File: src/rtl/uart_pkg.sv
// Shared UART definitions for the receive and transmit sides on the sampling-clock domain.
package uart_pkg;

    localparam int UART_OVERSAMPLE = 16;
    localparam int UART_DATA_BITS  = 8;

    typedef enum logic [2:0] {
        IDLE,
        START,
        DATA,
        PARITY,
        STOP,
        BREAK
    } rx_state_t;

endpackage

File: src/rtl/uart_recv_if.sv
// One-entry receive handshake: the receiver presents rx_byte/rx_valid, the consumer answers with rx_ack.
interface uart_recv_if #(
    parameter int DATA_BITS = 8
);
    logic [DATA_BITS-1:0] rx_byte;
    logic                 rx_valid;
    logic                 rx_ack;

    modport master (output rx_byte, output rx_valid, input rx_ack);
    modport slave  (input rx_byte, input rx_valid, output rx_ack);
endinterface

File: src/rtl/uart_sync2.sv
// Generic two-flop synchroniser; RST_VAL lets a serial line read idle while in reset.
module uart_sync2 #(
    parameter int               WIDTH   = 1,
    parameter logic [WIDTH-1:0] RST_VAL = '1
) (
    input  logic             clk,
    input  logic             rst_n,
    input  logic [WIDTH-1:0] d,
    output logic [WIDTH-1:0] q
);
    logic [WIDTH-1:0] meta;

    always_ff @(posedge clk or negedge rst_n) begin
        if (!rst_n) begin
            meta <= RST_VAL;
            q    <= RST_VAL;
        end else begin
            meta <= d;
            q    <= meta;
        end
    end
endmodule

File: src/rtl/uart_recv.sv
// 16x-oversampling 8N1 UART receiver with a one-entry output register, CTS flow control and error flags.
// Optional even-parity checking is built when UART_RECV_PARITY_EN is defined.
module uart_recv
    import uart_pkg::*;
#(
    parameter int OVERSAMPLE = UART_OVERSAMPLE,
    parameter int DATA_BITS  = UART_DATA_BITS
) (
    input  logic        uart_sampling_clk,
    input  logic        rst_n,
    input  logic        USB_RX,
    output logic        USB_CTS,
    output logic        framing_err,
    output logic        overrun,
`ifdef UART_RECV_PARITY_EN
    output logic        parity_err,
`endif
    uart_recv_if.master rx
);
    localparam int CW = $clog2(OVERSAMPLE);
    localparam int BW = (DATA_BITS > 1) ? $clog2(DATA_BITS) : 1;
    localparam logic [CW-1:0] CNT_MID  = CW'(OVERSAMPLE / 2 - 1);
    localparam logic [CW-1:0] CNT_END  = CW'(OVERSAMPLE - 1);
    localparam logic [BW-1:0] LAST_BIT = BW'(DATA_BITS - 1);

    rx_state_t            state;
    logic [CW-1:0]        cnt;
    logic [BW-1:0]        bit_idx;
    logic [DATA_BITS-1:0] shift;
    logic                 rx_s;
`ifdef UART_RECV_PARITY_EN
    logic                 parity_bad;
`endif

    uart_sync2 #(.WIDTH(1), .RST_VAL(1'b1)) u_sync (
        .clk   (uart_sampling_clk),
        .rst_n (rst_n),
        .d     (USB_RX),
        .q     (rx_s)
    );

    assign USB_CTS = rx.rx_valid;

    always_ff @(posedge uart_sampling_clk or negedge rst_n) begin
        if (!rst_n) begin
            state       <= IDLE;
            cnt         <= '0;
            bit_idx     <= '0;
            shift       <= '0;
            rx.rx_byte  <= '0;
            rx.rx_valid <= 1'b0;
            framing_err <= 1'b0;
            overrun     <= 1'b0;
`ifdef UART_RECV_PARITY_EN
            parity_bad  <= 1'b0;
            parity_err  <= 1'b0;
`endif
        end else begin
            framing_err <= 1'b0;
`ifdef UART_RECV_PARITY_EN
            parity_err  <= 1'b0;
`endif
            // Ack first; a good stop sample below may reload on the same edge.
            if (rx.rx_ack && rx.rx_valid) begin
                rx.rx_valid <= 1'b0;
                overrun     <= 1'b0;
            end

            case (state)
                IDLE: begin
                    if (!rx_s) begin
                        state <= START;
                        cnt   <= '0;
                    end
                end
                START: begin
                    if (cnt == CNT_MID) begin
                        cnt <= '0;
                        if (rx_s) begin
                            state <= IDLE;
                        end else begin
                            state   <= DATA;
                            bit_idx <= '0;
                        end
                    end else begin
                        cnt <= cnt + 1'b1;
                    end
                end
                DATA: begin
                    if (cnt == CNT_END) begin
                        cnt     <= '0;
                        shift   <= {rx_s, shift[DATA_BITS-1:1]};
                        bit_idx <= bit_idx + 1'b1;
                        if (bit_idx == LAST_BIT) begin
`ifdef UART_RECV_PARITY_EN
                            state <= PARITY;
`else
                            state <= STOP;
`endif
                        end
                    end else begin
                        cnt <= cnt + 1'b1;
                    end
                end
`ifdef UART_RECV_PARITY_EN
                PARITY: begin
                    if (cnt == CNT_END) begin
                        cnt        <= '0;
                        parity_bad <= rx_s ^ (^shift);
                        state      <= STOP;
                    end else begin
                        cnt <= cnt + 1'b1;
                    end
                end
`endif
                STOP: begin
                    if (cnt == CNT_END) begin
                        cnt <= '0;
                        if (!rx_s) begin
                            framing_err <= 1'b1;
                            state       <= BREAK;
                        end else begin
                            state <= IDLE;
`ifdef UART_RECV_PARITY_EN
                            if (parity_bad) begin
                                parity_err <= 1'b1;
                            end else
`endif
                            if (rx.rx_valid && !rx.rx_ack) begin
                                overrun <= 1'b1;
                            end else begin
                                rx.rx_byte  <= shift;
                                rx.rx_valid <= 1'b1;
                            end
                        end
                    end else begin
                        cnt <= cnt + 1'b1;
                    end
                end
                BREAK: begin
                    // A held-low line reports once, then waits for idle.
                    if (rx_s) state <= IDLE;
                end
                default: state <= IDLE;
            endcase
        end
    end
endmodule

File: src/flat_wrapper.sv
// flat-port wrapper written by rule: the top's interface ports become plain ports
module uart_recv_flat import uart_pkg::*;
#(
    parameter int OVERSAMPLE = UART_OVERSAMPLE,
    parameter int DATA_BITS  = UART_DATA_BITS
)
  (uart_sampling_clk, rst_n, USB_RX, USB_CTS, framing_err, overrun, rx_rx_byte, rx_rx_valid, rx_rx_ack);
  uart_recv_if #(.DATA_BITS(DATA_BITS)) rx_i ();
  input  logic uart_sampling_clk;
  input  logic rst_n;
  input  logic USB_RX;
  output logic USB_CTS;
  output logic framing_err;
  output logic overrun;
  output wire logic [$bits(rx_i.rx_byte)-1:0] rx_rx_byte;
  output wire logic [$bits(rx_i.rx_valid)-1:0] rx_rx_valid;
  input wire logic [$bits(rx_i.rx_ack)-1:0] rx_rx_ack;
  assign rx_rx_byte = rx_i.rx_byte;
  assign rx_rx_valid = rx_i.rx_valid;
  assign rx_i.rx_ack = rx_rx_ack;
  uart_recv #(.OVERSAMPLE(OVERSAMPLE), .DATA_BITS(DATA_BITS)) u_core (.uart_sampling_clk(uart_sampling_clk), .rst_n(rst_n), .USB_RX(USB_RX), .USB_CTS(USB_CTS), .framing_err(framing_err), .overrun(overrun), .rx(rx_i));
endmodule
File: config.mk
export PLATFORM = sky130hd
export DESIGN_NAME = uart_recv_flat
export DESIGN_NICKNAME = d
export VERILOG_FILES = /design/src/rtl/uart_pkg.sv /design/src/rtl/uart_recv_if.sv /design/src/rtl/uart_sync2.sv /design/src/rtl/uart_recv.sv /design/src/flat_wrapper.sv
export SDC_FILE = /design/constraint.sdc
export NUM_CORES = 1
export LEC_CHECK = 0
export CAP_MARGIN = 15
export CORE_UTILIZATION = 25
export DETAILED_ROUTE_END_ITERATION = 7
export GPL_ROUTABILITY_DRIVEN = 0
export REMOVE_ABC_BUFFERS = 1
export SKIP_CTS_REPAIR_TIMING = 1
export SYNTH_ARGS = -nofsm -noshare
export SYNTH_HDL_FRONTEND = slang
export SYNTH_SLANG_ARGS = --single-unit
File: constraint.sdc
create_clock -name uart_sampling_clk -period 1.62 [get_ports uart_sampling_clk]
set_input_delay 0.162 -clock uart_sampling_clk [delete_from_list [all_inputs] [get_ports uart_sampling_clk]]
set_output_delay 0.162 -clock uart_sampling_clk [all_outputs]
set_load 0.02 [all_outputs]
=== Word level (Yosys, flattened, before mapping) ===
Cells that the tools add are included.

* Logic and storage cells: 69
* Register bits after elaboration: 31

* Add/subtract/negate cells: 2
* Multiplexer cells: 30
* Bitwise logic cells: 1
* Equal/unequal tests: 14
* Reduce and logical (&&, ||, !) cells: 12

{| class="wikitable"
|+ Operators by type and width
! kind !! count
|-
| 3-bit two-way mux || 10
|-
| 3-bit one-hot mux with 5 select lines || 1
|-
| 1-bit two-way mux || 13
|-
| 4-bit two-way mux || 3
|-
| 4-bit one-hot mux with 3 select lines || 1
|-
| 3-bit equality test (second input constant) || 3
|-
| 2-bit by 1-bit != test with 1-bit output (second input constant) || 4
|-
| 4-bit AND reduction || 2
|-
| 2-bit != test (second input constant) || 3
|-
| 3-bit one-hot mux with 2 select lines || 1
|-
| 6-bit AND reduction || 1
|-
| 4-bit by 1-bit adder with 4-bit output (second input constant) || 1
|-
| 4-bit by 3-bit equality test with 1-bit output (second input constant) || 1
|-
| 4-bit equality test (second input constant) || 1
|-
| 2-bit AND reduction || 2
|-
| 3-bit by 1-bit adder with 3-bit output (second input constant) || 1
|-
| 3-bit by 1-bit equality test with 1-bit output (second input constant) || 1
|-
| 3-bit by 2-bit equality test with 1-bit output (second input constant) || 1
|-
| 3-bit logical NOT || 1
|-
| 3-bit nonzero test || 1
|-
| 1-bit logical AND || 2
|-
| 2-bit two-way mux || 1
|-
| 2-bit nonzero test || 1
|-
| 2-bit OR reduction || 1
|-
| 2 further kinds || 2
|}

=== Logic depth before layout (Yosys ltp) ===
Gate-level depths: netlist of the first run.

* Depth in word-level cells: 6
* Depth in mapped cells: 6
* Mapped depth without buffers: 5

=== Hierarchy ===
From an unflattened synthesis of the first run, not the netlist that was laid out.

* Cell total of the unflattened synthesis: 117
* Area total of the unflattened synthesis: 1452.6 um^2

{| class="wikitable"
|+ Modules (own cells, without submodules)
! module !! cells an instance !! area an instance (um^2) !! seq. area each (um^2) !! instances
|-
| uart_recv || 115 || 1400.1 || 725.7 || 1
|-
| uart_sync2 || 2 || 52.6 || 52.6 || 1
|}

=== Worst setup path after synthesis of the first run ===
OpenSTA, ideal clock, no wires.

* Path type: register to register
* Start point: register u_core.cnt[0]
* End point: register u_core.rx.rx_byte[0]
* Required time: 1.495 ns
* Arrival: 1.523 ns
* Stages on the path, launching flop included: 7
* Slack: -0.028 ns
* Setup time: 0.125 ns
* Cells stage by stage: dfrtp_1 ha_1 nand3_2 nor3_2 o21a_1 buf_6 mux2_4

* Cells in the longest elaborated chain, start to end: 2

{| class="wikitable"
|+ Ends and longest elaborated chain
! what !! RTL line !! source
|-
| from (decl) || uart_recv.sv:27 || <nowiki>logic [CW-1:0] cnt;</nowiki>
|-
| from (signal assigned) || uart_recv.sv:86 || <nowiki>cnt <= cnt + 1'b1;</nowiki>
|-
| from (signal assigned) || uart_recv.sv:102 || <nowiki>cnt <= cnt + 1'b1;</nowiki>
|-
| from (signal assigned) || uart_recv.sv:137 || <nowiki>cnt <= cnt + 1'b1;</nowiki>
|-
| 4-bit equality test || uart_recv.sv:117 || <nowiki>if (cnt == CNT_END) begin</nowiki>
|-
| 4-bit AND reduction (no line) || - ||
|-
| to (signal assigned) || uart_recv.sv:132 || <nowiki>rx.rx_byte <= shift;</nowiki>
|-
| to (decl) || uart_recv_if.sv:9 || <nowiki>modport master (output rx_byte, output rx_valid, input rx_ack);</nowiki>
|}

No other way between the ends.
A chain may end at the register's enable or synchronous reset.

=== Worst setup path in the final report of the first run ===
* Start point: register u_core.u_sync.q
* End point: register u_core.rx.rx_byte[7]

* Cells in the longest elaborated chain, start to end: 1

{| class="wikitable"
|+ Ends and longest elaborated chain
! what !! RTL line !! source
|-
| from (decl) || uart_sync2.sv:9 || <nowiki>output logic [WIDTH-1:0] q</nowiki>
|-
| from (signal assigned) || uart_sync2.sv:19 || <nowiki>q <= meta;</nowiki>
|-
| 4-bit AND reduction (no line) || - ||
|}

No other way between the ends.

==> results by group, run 1 <==
Finish
  • Nets: 152
  • Share of layout cells above drive strength 1: 32.9%
  • Multi-input gate area in the final layout: 654 um^2
  • Antenna Cells: 0
  • Design area: 0.00192 mm^2
  • Post-layout util: 34.5%
  • Register cell area after layout: 778 um^2
  • Growth of design area from synthesis to finish: 31.5%
  • Final standard cell count with taps included and fillers excluded: 218
  • Fill cell instance count of the final layout: 538

GRT
  • Number of antenna violations at the first check in global routing: 0
  • Total global-route track usage: 10.6%
  • Vias in the first global route: 1073
  • Total congestion overflow after global routing: 0
  • Largest net degree at the start of global routing: 32
  • Wire length of the first global-routing pass: 4.95 mm

Drt
  • First-pass DRT Iterations: 5
  • Routed Antenna Nets: 0
  • Wire length per cell: 13.3 um
  • Vias per cell: 4.69
  • Via count: 1022
  • DRC violation count after routing: 0
  • Final Routed Wirelength: 2.89 mm
  • DR iter-0 viols: 152

Place
  • Instance area after placement: 0.00179 mm^2
  • Number of buffer cells added on primary ports: 15
  • HPWL Detailed: 2.02 mm
  • Number of placed instances with taps included: 210

Synth
  • Number of unique standard cell types used by synthesis: 37
  • #FFs+latches synth: 31
  • Multiplexer fraction of the synthesized cell area: 16.7%
  • Adder-cell share of the synthesized area: 2.57%
  • Library cell with the largest summed area after synthesis: sky130_fd_sc_hd__dfrtp_1
  • Mean instance size in the synthesized netlist: 12.6 um^2
  • Cell count after synthesis: 116
  • Xor-xnor portion of the synthesized cell area: 0.599%
  • Basic-gate share of the synthesized area counting and, or, nand and nor cells: 9.93%
  • Synthesized-area fraction occupied by ao, oa, aoi and oai cells: 12.7%
  • Combinational family with the most area after synthesis: multiplexers
  • Count of synthesis-stage warnings from yosys: 0
  • Share of the yosys chip area belonging to registers: 53.3%
  • Post-synth EDFFs: 0
  • Dominant synthesized flop cell: sky130_fd_sc_hd__dfrtp_1
  • Post-Synthesis Cell Area: 0.00146 mm^2
  • Top cell type's share of synthesized area: 49.7%
  • Async SR Flop Fraction: 100%
  • Leading cell types by total area after synthesis: sky130_fd_sc_hd__dfrtp_1 (50%), sky130_fd_sc_hd__mux2_4 (8.2%), sky130_fd_sc_hd__mux2_2 (7.7%), sky130_fd_sc_hd__dfstp_2 (3.6%), sky130_fd_sc_hd__ha_1 (2.6%)

Power
  • Static Leak: 0.000858 uW
  • Power Dens Cells: 1200 mW/mm^2
  • IR drop worst, VDD: 0.000533 V
  • Post-layout power: 2300 uW

Run status
  • Result of the run: finished, final reports clean

Timing
  • Post-route clock period utilization: 95.9%
  • Relative slew margins: 72.9%
  • Worst Tran Pin Value: 0.400 ns
  • Minimum clock period: 1.55 ns
  • Final TNS setup: 0 ns
  • Setup repair after global routing missed its margin: yes
  • Max Transition Viols Final: 0
  • Final Skew: 0.00912 ns
  • Final setup viols: 0
  • Max Clk Rate: 644 MHz
  • Endpoints failing hold: 0

Floorplanning
  • Overall die height: 78.5 um
  • Number of rows created at floorplan: 27
  • Core area: 0.00557 mm^2
  • Initial Util: 26.2%
  • Area of the die: 0.00616 mm^2
  • Die X-Extent: 78.5 um
  • I/O pin count: 16

Clock tree
  • Clock slew at reported path FFs: 0.07 ns
  • Buffer cell driving the clock tree root: sky130_fd_sc_hd__clkbuf_8
  • Later-pin clock latency in the skew report: 0.28 ns
  • Inserted Clock Buffers: 5
  • Maximum clock insertion buffer count: 2
  • CTS tree: built
  • Clock sinks: 31
  • H-tree Lvls: 2

Critical path
  • Startpoint type of the worst setup path: flop
  • Class of the most critical setup path: reg -> reg
  • Data arrival time at the worst-slack endpoint: 1.71 ns
  • Critical Path RT: 1.78 ns
  • Worst reg-to-reg setup slack: 0.07 ns
  • Critical Path Sink Type: flop
  • Highest net fanout along the worst path: 8

Run
  • # Max-Cap Violations: 0

Worst hold path
  • Hold/Removal Path Class: in -> async
==> stage by stage <==
stage | hold WS (ns) | worst slack (ns)
after floorplan | -0.134 | -0.173
after global placement | 0.347 | 0.0313
after detailed placement | 0.348 | -0.0263
after CTS | 0.269 | -0.0442
after global routing | 0.292 | -0.00247
final | 0.264 | 0.0662
==> worst max-delay path, stage by stage, from the launching register on <==
cell	delay [ns]
sky130_fd_sc_hd__dfstp_2	0.55
sky130_fd_sc_hd__nand2b_4	0.06
sky130_fd_sc_hd__nor3_4	0.19
sky130_fd_sc_hd__o21a_1	0.19
sky130_fd_sc_hd__buf_12	0.14
sky130_fd_sc_hd__mux2_4	0.29
==> area by class of cell <==
class	instances	area share, %
Sequential cell	31	40.5
Multi-Input combinational cell	74	34.0
Timing Repair Buffer	30	15.0
Clock buffer	8	5.21
Tap cell	72	4.69
Inverter	3	0.586
==> registers in the layout, summed over array words and instances, names as in the netlist, 3 cells and up <==
register / count
u_core.rx.rx_byte: 8
u_core.shift: 8
u_core.cnt: 4
u_core.state: 3
u_core.bit_idx: 3
==> cell usage after synthesis (all sizes together), types with 2 or more instances <==
master   number
dfrtp        29
mux2         19
buf           8
nand2         6
nand3         5
o21ai         5
nor3          4
a21oi         3
a22o          3
ha            3
inv           3
nand2b        3
nor2          3
nor2b         3
a31oi         2
dfstp         2
o2bb2ai       2
o311ai        2
==> routing by layer <==
metal	part of all wire [%]	global-route usage, %	wire [um]
met5	0	0	0
met4	2.1	5.74	61
met3	6.5	3.26	188
met2	49	17.5	1420
met1	42	12.2	1230
==> worst paths after layout <==
kind / to / startpoint / cells past startpoint
max: u_core.rx.rx_byte[7]$_DFFE_PN0P_ / u_core.u_sync.q$_DFF_PN1_ / 5
min: u_core.rx.rx_byte[2]$_DFFE_PN0P_ / rst_n / 2
max reg2reg: u_core.rx.rx_byte[7]$_DFFE_PN0P_ / u_core.u_sync.q$_DFF_PN1_ / 5
min reg2reg: u_core.u_sync.q$_DFF_PN1_ / u_core.u_sync.meta$_DFF_PN1_ / 0
max in group asynchronous: u_core.u_sync.meta$_DFF_PN1_ / rst_n / 2
min in group uart_sampling_clk: u_core.u_sync.meta$_DFF_PN1_ / USB_RX / 1
==> cells by family (layout without fill, tap and decap cells) <==
kind of cell             count (synthesis)  after routing
flip-flops                              31             31
AND/OR/NAND/NOR                         26             26
AO/OA/AOI/OAI                           25             25
multiplexers                            19             19
buffers and inverters                   11             41
adder cells (fa/ha/maj)                  3              3
XOR/XNOR                                 1              1
==> placed cells by master, fill, tap and decap left out, types with 3 or more instances in the layout <==
cell type and n:
sky130_fd_sc_hd__nor2b_1 3, sky130_fd_sc_hd__inv_1 3, sky130_fd_sc_hd__nor2_1 3, sky130_fd_sc_hd__o21ai_0 4, sky130_fd_sc_hd__nand3_1 4, sky130_fd_sc_hd__clkbuf_8 7
sky130_fd_sc_hd__buf_4 13, sky130_fd_sc_hd__mux2_2 10, sky130_fd_sc_hd__a22o_1 3, sky130_fd_sc_hd__clkdlybuf4s50_1 15, sky130_fd_sc_hd__nand2_1 6, sky130_fd_sc_hd__dfrtp_1 29
sky130_fd_sc_hd__mux2_4 8, sky130_fd_sc_hd__a21oi_1 3
==> power breakdown <==
group          switching, uW  total, uW  leakage [uW]  internal (uW)
combinational            362        724      0.000394            361
clock                    272        659     0.0000515            387
sequential              67.1        919      0.000413            852
(Power assumes the default switching activity.)
==> inputs of run 2 (changes only) <==
--- a/config.mk
+++ b/config.mk
@@ -6,9 +6,11 @@
 export NUM_CORES = 1
 export LEC_CHECK = 0
 export CAP_MARGIN = 15
-export CORE_UTILIZATION = 25
+export CORE_MARGIN = 2
+export CORE_UTILIZATION = 45
 export DETAILED_ROUTE_END_ITERATION = 7
 export GPL_ROUTABILITY_DRIVEN = 0
+export PLACE_DENSITY_LB_ADDON = 0.3
 export REMOVE_ABC_BUFFERS = 1
 export SKIP_CTS_REPAIR_TIMING = 1
 export SYNTH_ARGS = -nofsm -noshare
==> run 2 against run 1 <==
Critical endpoint is now u_core.rx.rx_byte[1]$_DFFE_PN0P_. The run now ends with negative setup slack left. Non-clock buffer count rose by 2. Wire length fell by 13%. Die area fell by 40%. Worst hold slack got worse by 0.046 ns. Critical path depth rose by 1. Fmax fell by 4.8%. Global-route usage rose by 5.2 points. Sequential cell count did not move. Setup slack got worse by 0.079 ns. Final area fell by 4.8%.
==> results by group, run 2 (synthesized netlist as in run 1, its figures left out) <==
Run status
  • Result of the run: complete, but fails checks
  • Violations in the final reports: negative setup slack

Power
  • Power Dens Cells: 1100 mW/mm^2 (-8.4%)
  • Cell Int Power: 1350 uW (-16%)
  • Part of the power in combinational logic: 33.7% (+2.3 points)
  • Proportion of power drawn by the clock network: 21.5% (-7.1 points)
  • Fraction of power spent switching nets: 32.8% (+2.3 points)
  • Post-layout power: 2010 uW (-13%)
  • Static Leak: 0.000829 uW (-3.4%)
  • Portion of total power attributed to sequential cells: 44.8% (+4.9 points)
  • Sw Pwr: 658 uW (-6.2%)
  • IR drop worst, VDD: 0.000438 V (-18%)

Floorplanning
  • Core area: 0.00308 mm^2 (-45%)
  • Die X-Extent: 61.0 um (-22%)
  • Number of rows created at floorplan: 20 (-26%)
  • Area of the die: 0.00372 mm^2 (-40%)
  • Initial Util: 47.5% (+21 points)
  • Overall die height: 61.0 um (-22%)
  • I/O pin count: 16 (unchanged)

Timing
  • Worst Tran Pin Value: 0.396 ns (-0.00443 ns)
  • Setup repair after global routing missed its margin: yes
  • Minimum clock period: 1.63 ns (+0.0789 ns)
  • Final setup viols: 3 (+3)
  • Endpoints failing hold: 0 (unchanged)
  • Relative slew margins: 73.2% (+0.30 points)
  • Final critical-path setup slack: -0.0128 ns (-0.0789 ns)
  • Max Transition Viols Final: 0 (unchanged)
  • Final Skew: 0.0125 ns (+0.00335 ns)
  • Max Clk Rate: 612 MHz (-4.8%)
  • Post-route clock period utilization: 101% (+4.9 points)

GRT
  • Total global-route track usage: 15.8% (+5.2 points)
  • Vias in the first global route: 993 (-7.5%)
  • Number of antenna violations at the first check in global routing: 0 (unchanged)
  • Total congestion overflow after global routing: 0 (unchanged)
  • Wire length of the first global-routing pass: 4.25 mm (-14%)
  • Largest net degree at the start of global routing: 32 (unchanged)

Critical path
  • Highest net fanout along the worst path: 8 (unchanged)
  • Critical path's slowest cell: sky130_fd_sc_hd__dfrtp_1
  • Critical Path RT: 1.83 ns (+0.05 ns)
  • Crit path cell chain: ha_2, nand3_4, nor3_4, o21a_1, buf_12, mux2_4
  • Delay of the slowest cell on the worst path: 0.38 ns (-0.17 ns)
  • Critical Path Sink Type: flop
  • Data arrival time at the worst-slack endpoint: 1.84 ns (+0.13 ns)
  • Class of the most critical setup path: reg -> reg
  • Startpoint type of the worst setup path: flop

Worst hold path
  • Hold/Removal Path Class: in -> async

Clock tree
  • Maximum clock insertion buffer count: 2 (unchanged)
  • Clock slew at reported path FFs: 0.11 ns (+0.04 ns)
  • Clock sinks: 31 (unchanged)
  • CTS tree: built
  • Buffer cell driving the clock tree root: sky130_fd_sc_hd__clkbuf_4
  • H-tree Lvls: 2 (unchanged)
  • Later-pin clock latency in the skew report: 0.32 ns (+0.04 ns)
  • Inserted Clock Buffers: 5 (unchanged)

Finish
  • Largest registers: u_core.rx.rx_byte (8), u_core.shift (8), u_core.cnt (4)
  • Design area: 0.00183 mm^2 (-4.8%)
  • Growth of design area from synthesis to finish: 25.2%
  • Antenna Cells: 0 (unchanged)
  • Share of layout cells above drive strength 1: 33.8% (+0.91 points)
  • Highest-count cells in the layout ignoring fill and taps: sky130_fd_sc_hd__dfrtp_1 (29), sky130_fd_sc_hd__buf_4 (16), sky130_fd_sc_hd__clkdlybuf4s50_1 (15)
  • Most common cell after layout, fill and taps aside: sky130_fd_sc_hd__dfrtp_1
  • Nets: 154 (+1.3%)

Place
  • HPWL Detailed: 1.82 mm (-9.9%)
  • Number of buffer cells added on primary ports: 15 (unchanged)
  • Instance area after placement: 0.00175 mm^2 (-2.2%)

Drt
  • DRC violation count after routing: 0 (unchanged)
  • DR iter-0 viols: 24 (-84%)
  • Via count: 987 (-3.4%)
  • Routed Antenna Nets: 0 (unchanged)
  • First-pass DRT Iterations: 4 (-1)
  • Final Routed Wirelength: 2.50 mm (-13%)
  • Wire length per cell: 13.0 um (-1.8%)
  • Vias per cell: 5.14 (+9.7%)

Run
  • # Max-Cap Violations: 0 (unchanged)
[run 2: metal layers]
| metal | up-vias | GRT usage [%] | wire [um] |
|---|---|---|---|
| met1 | 478 | 20.1 | 1180 |
| met3 | 4 | 5.33 | 87 |
| met4 | 0 | 5.59 | 24 |
| li1 | 488 | - | - |
| met5 | - | 0 | 0 |
| met2 | 17 | 25.2 | 1210 |
[run 2: final timing paths]
path / startpoint / to / slack (ns) / cells past startpoint
worst max-delay path: u_core.cnt[1]$_DFFE_PN0P_ / u_core.rx.rx_byte[1]$_DFFE_PN0P_ / -0.01 / 6
worst min-delay path: rst_n / u_core.rx.rx_byte[7]$_DFFE_PN0P_ / 0.22 / 2
worst max register to register: u_core.cnt[1]$_DFFE_PN0P_ / u_core.rx.rx_byte[1]$_DFFE_PN0P_ / -0.01 / 6
worst min register to register: u_core.u_sync.meta$_DFF_PN1_ / u_core.u_sync.q$_DFF_PN1_ / 0.36 / 0
max in group asynchronous: rst_n / u_core.u_sync.q$_DFF_PN1_ / 1.07 / 2
min in group uart_sampling_clk: USB_RX / u_core.u_sync.meta$_DFF_PN1_ / 0.25 / 1
[run 2: power by group through the flow]
| stage | clock network (uW) | registers [uW] | logic, uW |
|---|---|---|---|
| 2_1_floorplan | 0 | 967 | 334 |
| 3_3_place_gp | 0 | 901 | 629 |
| 3_5_place_dp | 0 | 905 | 641 |
| 4_1_cts | 456 | 891 | 643 |
| 5_1_grt | 494 | 907 | 755 |
| 6_report | 431 | 899 | 676 |
[run 2: final cells by class]
| type | instances | area [um^2] |
|---|---|---|
| clock buffers | 5 | 37.5 |
| clock inverters | 3 | 20.0 |
| fillers | 251 | 1250 |
| inverters | 3 | 11.3 |
| multi-input cells | 74 | 637 |
| flip-flops and latches | 31 | 778 |
| well taps | 44 | 55.1 |
| repair buffers | 32 | 290 |
[run 2: critical path, delay by kind of cell (launching register included)]
family / cells / cell delay (ns)
DFF: 1 / 0.38
and+or+nand+nor: 2 / 0.30
muxes: 1 / 0.29
adders and majority gates: 1 / 0.22
AOI/OAI and AO/OA: 1 / 0.18
buffers and inverters: 1 / 0.14
[run 2: per-stage QoR]
step	setup slack, ns	utilization, %	std cells	hold WS [ns]	TNS [ns]
2_1_floorplan	-0.173	-	108	-0.134	-2.67
5_1_grt	-0.0559	59.4	192	0.231	-0.402
3_3_place_gp	0.0514	56.8	183	0.347	0
4_1_cts	0.0144	58.7	191	0.217	0
3_5_place_dp	0.0364	56.8	183	0.348	0
6_report	-0.0128	59.4	192	0.219	-0.0278
==> inputs of run 3 (changes only) <==
--- a/config.mk
+++ b/config.mk
@@ -5,7 +5,6 @@
 export SDC_FILE = /design/constraint.sdc
 export NUM_CORES = 1
 export LEC_CHECK = 0
-export CAP_MARGIN = 15
 export CORE_MARGIN = 2
 export CORE_UTILIZATION = 45
 export DETAILED_ROUTE_END_ITERATION = 7
==> results of run 3 <==
The final DEF is identical to that of run 2; final timing and power are the same.
==> edit, RTL diff (settings of run 3) <==
`RST_VAL`: 1'b1 -> 1'b0.
--- a/src/rtl/uart_recv.sv
+++ b/src/rtl/uart_recv.sv
@@ -32,7 +32,7 @@
     logic                 parity_bad;
 `endif
 
-    uart_sync2 #(.WIDTH(1), .RST_VAL(1'b1)) u_sync (
+    uart_sync2 #(.WIDTH(1), .RST_VAL(1'b0)) u_sync (
         .clk   (uart_sampling_clk),
         .rst_n (rst_n),
         .d     (USB_RX),
Formal check against the unedited RTL: no difference found for any inputs over 10 cycles, from zero or initial values and one cycle with rst_n low; that may be too few to reach the edited logic, so the function may still have changed.
==> edit against run 3 <==
Wire length increased by 15%. Setup slack better by 0.069 ns. Critical path depth is 1 lower. Design area is 1.0% higher. Maximum frequency grew 4.4%. Critical path type unchanged. Power is 11% higher. Sequential power about the same. Area after synthesis shrank 0.17%. Sequential cell count unchanged. Via count up 3.7%.
==> edit: results (changes against run 3) <==
* Outcome: completed
* Peak supply drop at 0.8514 mV (+94%)
* Synth cell count leaders: 31 x dfrtp_1, 10 x mux2_2, 8 x mux2_4, 6 x nand2_1, 5 x buf_2
* Diodes inserted at 0 (unchanged)
* Final Skew at 0.01364 ns (+0.001172 ns)
* LEAKAGE at 0.0008485 uW (+2.4%)
* Yosys Warn Count at 0 (unchanged)
* Pin count of the biggest net entering global routing at 32 (unchanged)
* Post-Synth XOR/XNOR Area at 0.6003% (+0.0010 points)
* Synth unique cells at 36 (-2.7%)
* Clock-pin slew on the worst setup and hold paths at 0.11 ns (about the same)
* Max clock buf depth at 2 (unchanged)
* Vias after detailed routing at 1,024 (+3.7%)
* Layout cells sized above 1 at 31.97% (-1.8 points)
* Register area share after synthesis at 53.17% (-0.080 points)
* Initial antenna violation count at 0 (unchanged)
* Switching pwr at 686.9 uW (+4.5%)
* Drt initial violations at 40 (+67%)
* CP max FO at 15 (+7)
* Main area contributors after synthesis: dfrtp_1 53%, mux2_4 8.2%, mux2_2 7.7%
* DR WL/cell at 15.13 um (+16%)
* Asr flop ratio synth at 100.0% (unchanged)
* Worst r2r path cells at 5 (-1)
* Worst slew pin tran at 0.4188 ns (+0.02313 ns)
* Vias per cell at 5.361 (+4.3%)
* Worst EP arrival at 1.79 ns (-0.05 ns)
* Worst r2r src: u_core.state[0]
* First-pass GRT wire length at 4.643 mm (+9.2%)
* Synth Instances at 116 (unchanged)
* Mux share of post-synthesis cell area at 16.72% (+0.029 points)
* TritonRoute pass-1 iters at 4 (unchanged)
* Clk_lat worst skew at 0.34 ns (+0.02 ns)
* Largest registers: u_core.rx.rx_byte (8), u_core.shift (8), u_core.cnt (4)
* NumNets Final at 153 (-0.65%)
* Port bufs at 15 (unchanged)
* Detail Placement HPWL at 2.000 mm (+10%)
* Final setup violation count at 0 (-3)
* Fillers at 261 (+4.0%)
* Cells after DPL at 182 (-0.55%)
* Reg2Reg Setup Slack at 0.06 ns (+0.07 ns)
* Post-synthesis adder-cell area fraction at 2.573% (+0.0044 points)
* H-tree levels at 2 (unchanged)
* Worst Hold Class: in2async
* Worst reg2reg endpoint: u_core.shift[1]
* Gr usage total at 17.91% (+2.1 points)
* CTS Buf Count at 5 (unchanged)
* Compound-gate portion of the synthesized area at 12.69% (+0.022 points)
* WHS at 0.2072 ns (-0.01162 ns)
* Root Driver: clkbuf_4
edit: cell types whose count changed in the layout (fill, tap and decap cells not counted):
cell / delta
clkinvlp_4: -2
dfrtp_1: +2
clkbuf_8: +1
bufinv_16: +1
buf_4: -1
dfstp_2: -2
edit: cell families (layout without fill, tap and decap cells):
family | Yosys count | count (layout)
fa+ha+maj | 3 | 3
mux | 19 | 19
flops | 31 | 31
simple gates | 26 | 26
xor+xnor | 1 | 1
compound gates | 25 | 25
buf+inv | 11 | 42
edit: worst max path at each step:
stage / startpoint / endpoint / slack, ns / cells past startpoint
CTS: u_core.cnt[0] / u_core.rx.rx_byte[3] / 0.006 / 6
global route: u_core.cnt[0] / u_core.rx.rx_byte[2] / -0.008 / 6
global placement: u_core.cnt[1] / u_core.rx.rx_byte[2] / 0.05 / 6
detailed placement: u_core.cnt[1] / u_core.rx.rx_byte[3] / 0.01 / 6
finish: u_core.state[0] / u_core.shift[1] / 0.06 / 5
floorplan: u_core.cnt[0] / u_core.rx.rx_byte[0] / -0.17 / 5
edit: critical path, stage by stage (launching register included):
cell	delay (ns)
dfrtp_1	0.39
buf_4	0.18
nand2b_1	0.18
nor3_2	0.17
buf_4	0.20
mux2_2	0.34
edit: power groups by stage:
stage / Sequential, uW / Clock, uW / Combinational [uW]
global route: 907 / 695 / 760
floorplan: 965 / 0 / 334
detailed placement: 904 / 0 / 655
finish: 899 / 638 / 684
global placement: 901 / 0 / 629
CTS: 891 / 654 / 665
edit: area by class of cell:
cell class                      count  area (um2)  area share (%)
Clock buffer                        6       51.30           2.776
Clock inverter                      2       35.03           1.896
Inverter                            3       11.26          0.6093
Multi-Input combinational cell     74       636.9           34.46
Sequential cell                    31       775.7           41.98
Tap cell                           44       55.05           2.979
Timing Repair Buffer               31       282.8           15.30
edit: layer usage:
| metal | routed length (um) | track usage (%) |
|---|---|---|
| met1 | 1245 | 22.76 |
| met2 | 1407 | 27.80 |
| met3 | 167 | 6.397 |
| met4 | 68 | 7.453 |
| met5 | 0 | 0 |
edit: stage by stage:
| stage | setup slack [ns] | util [%] | TNS (ns) | instance area, um2 |
|---|---|---|---|---|
| 4_1_cts | 0.006407 | 59.27 | 0 | 1824 |
| 6_report | 0.05662 | 60.04 | 0 | 1848 |
| 5_1_grt | -0.008079 | 60.04 | -0.01865 | 1848 |
| 3_5_place_dp | 0.01361 | 56.46 | 0 | 1738 |
| 3_3_place_gp | 0.05110 | 56.46 | 0 | 1738 |
| 2_1_floorplan | -0.1726 | - | -2.666 | 1408 |
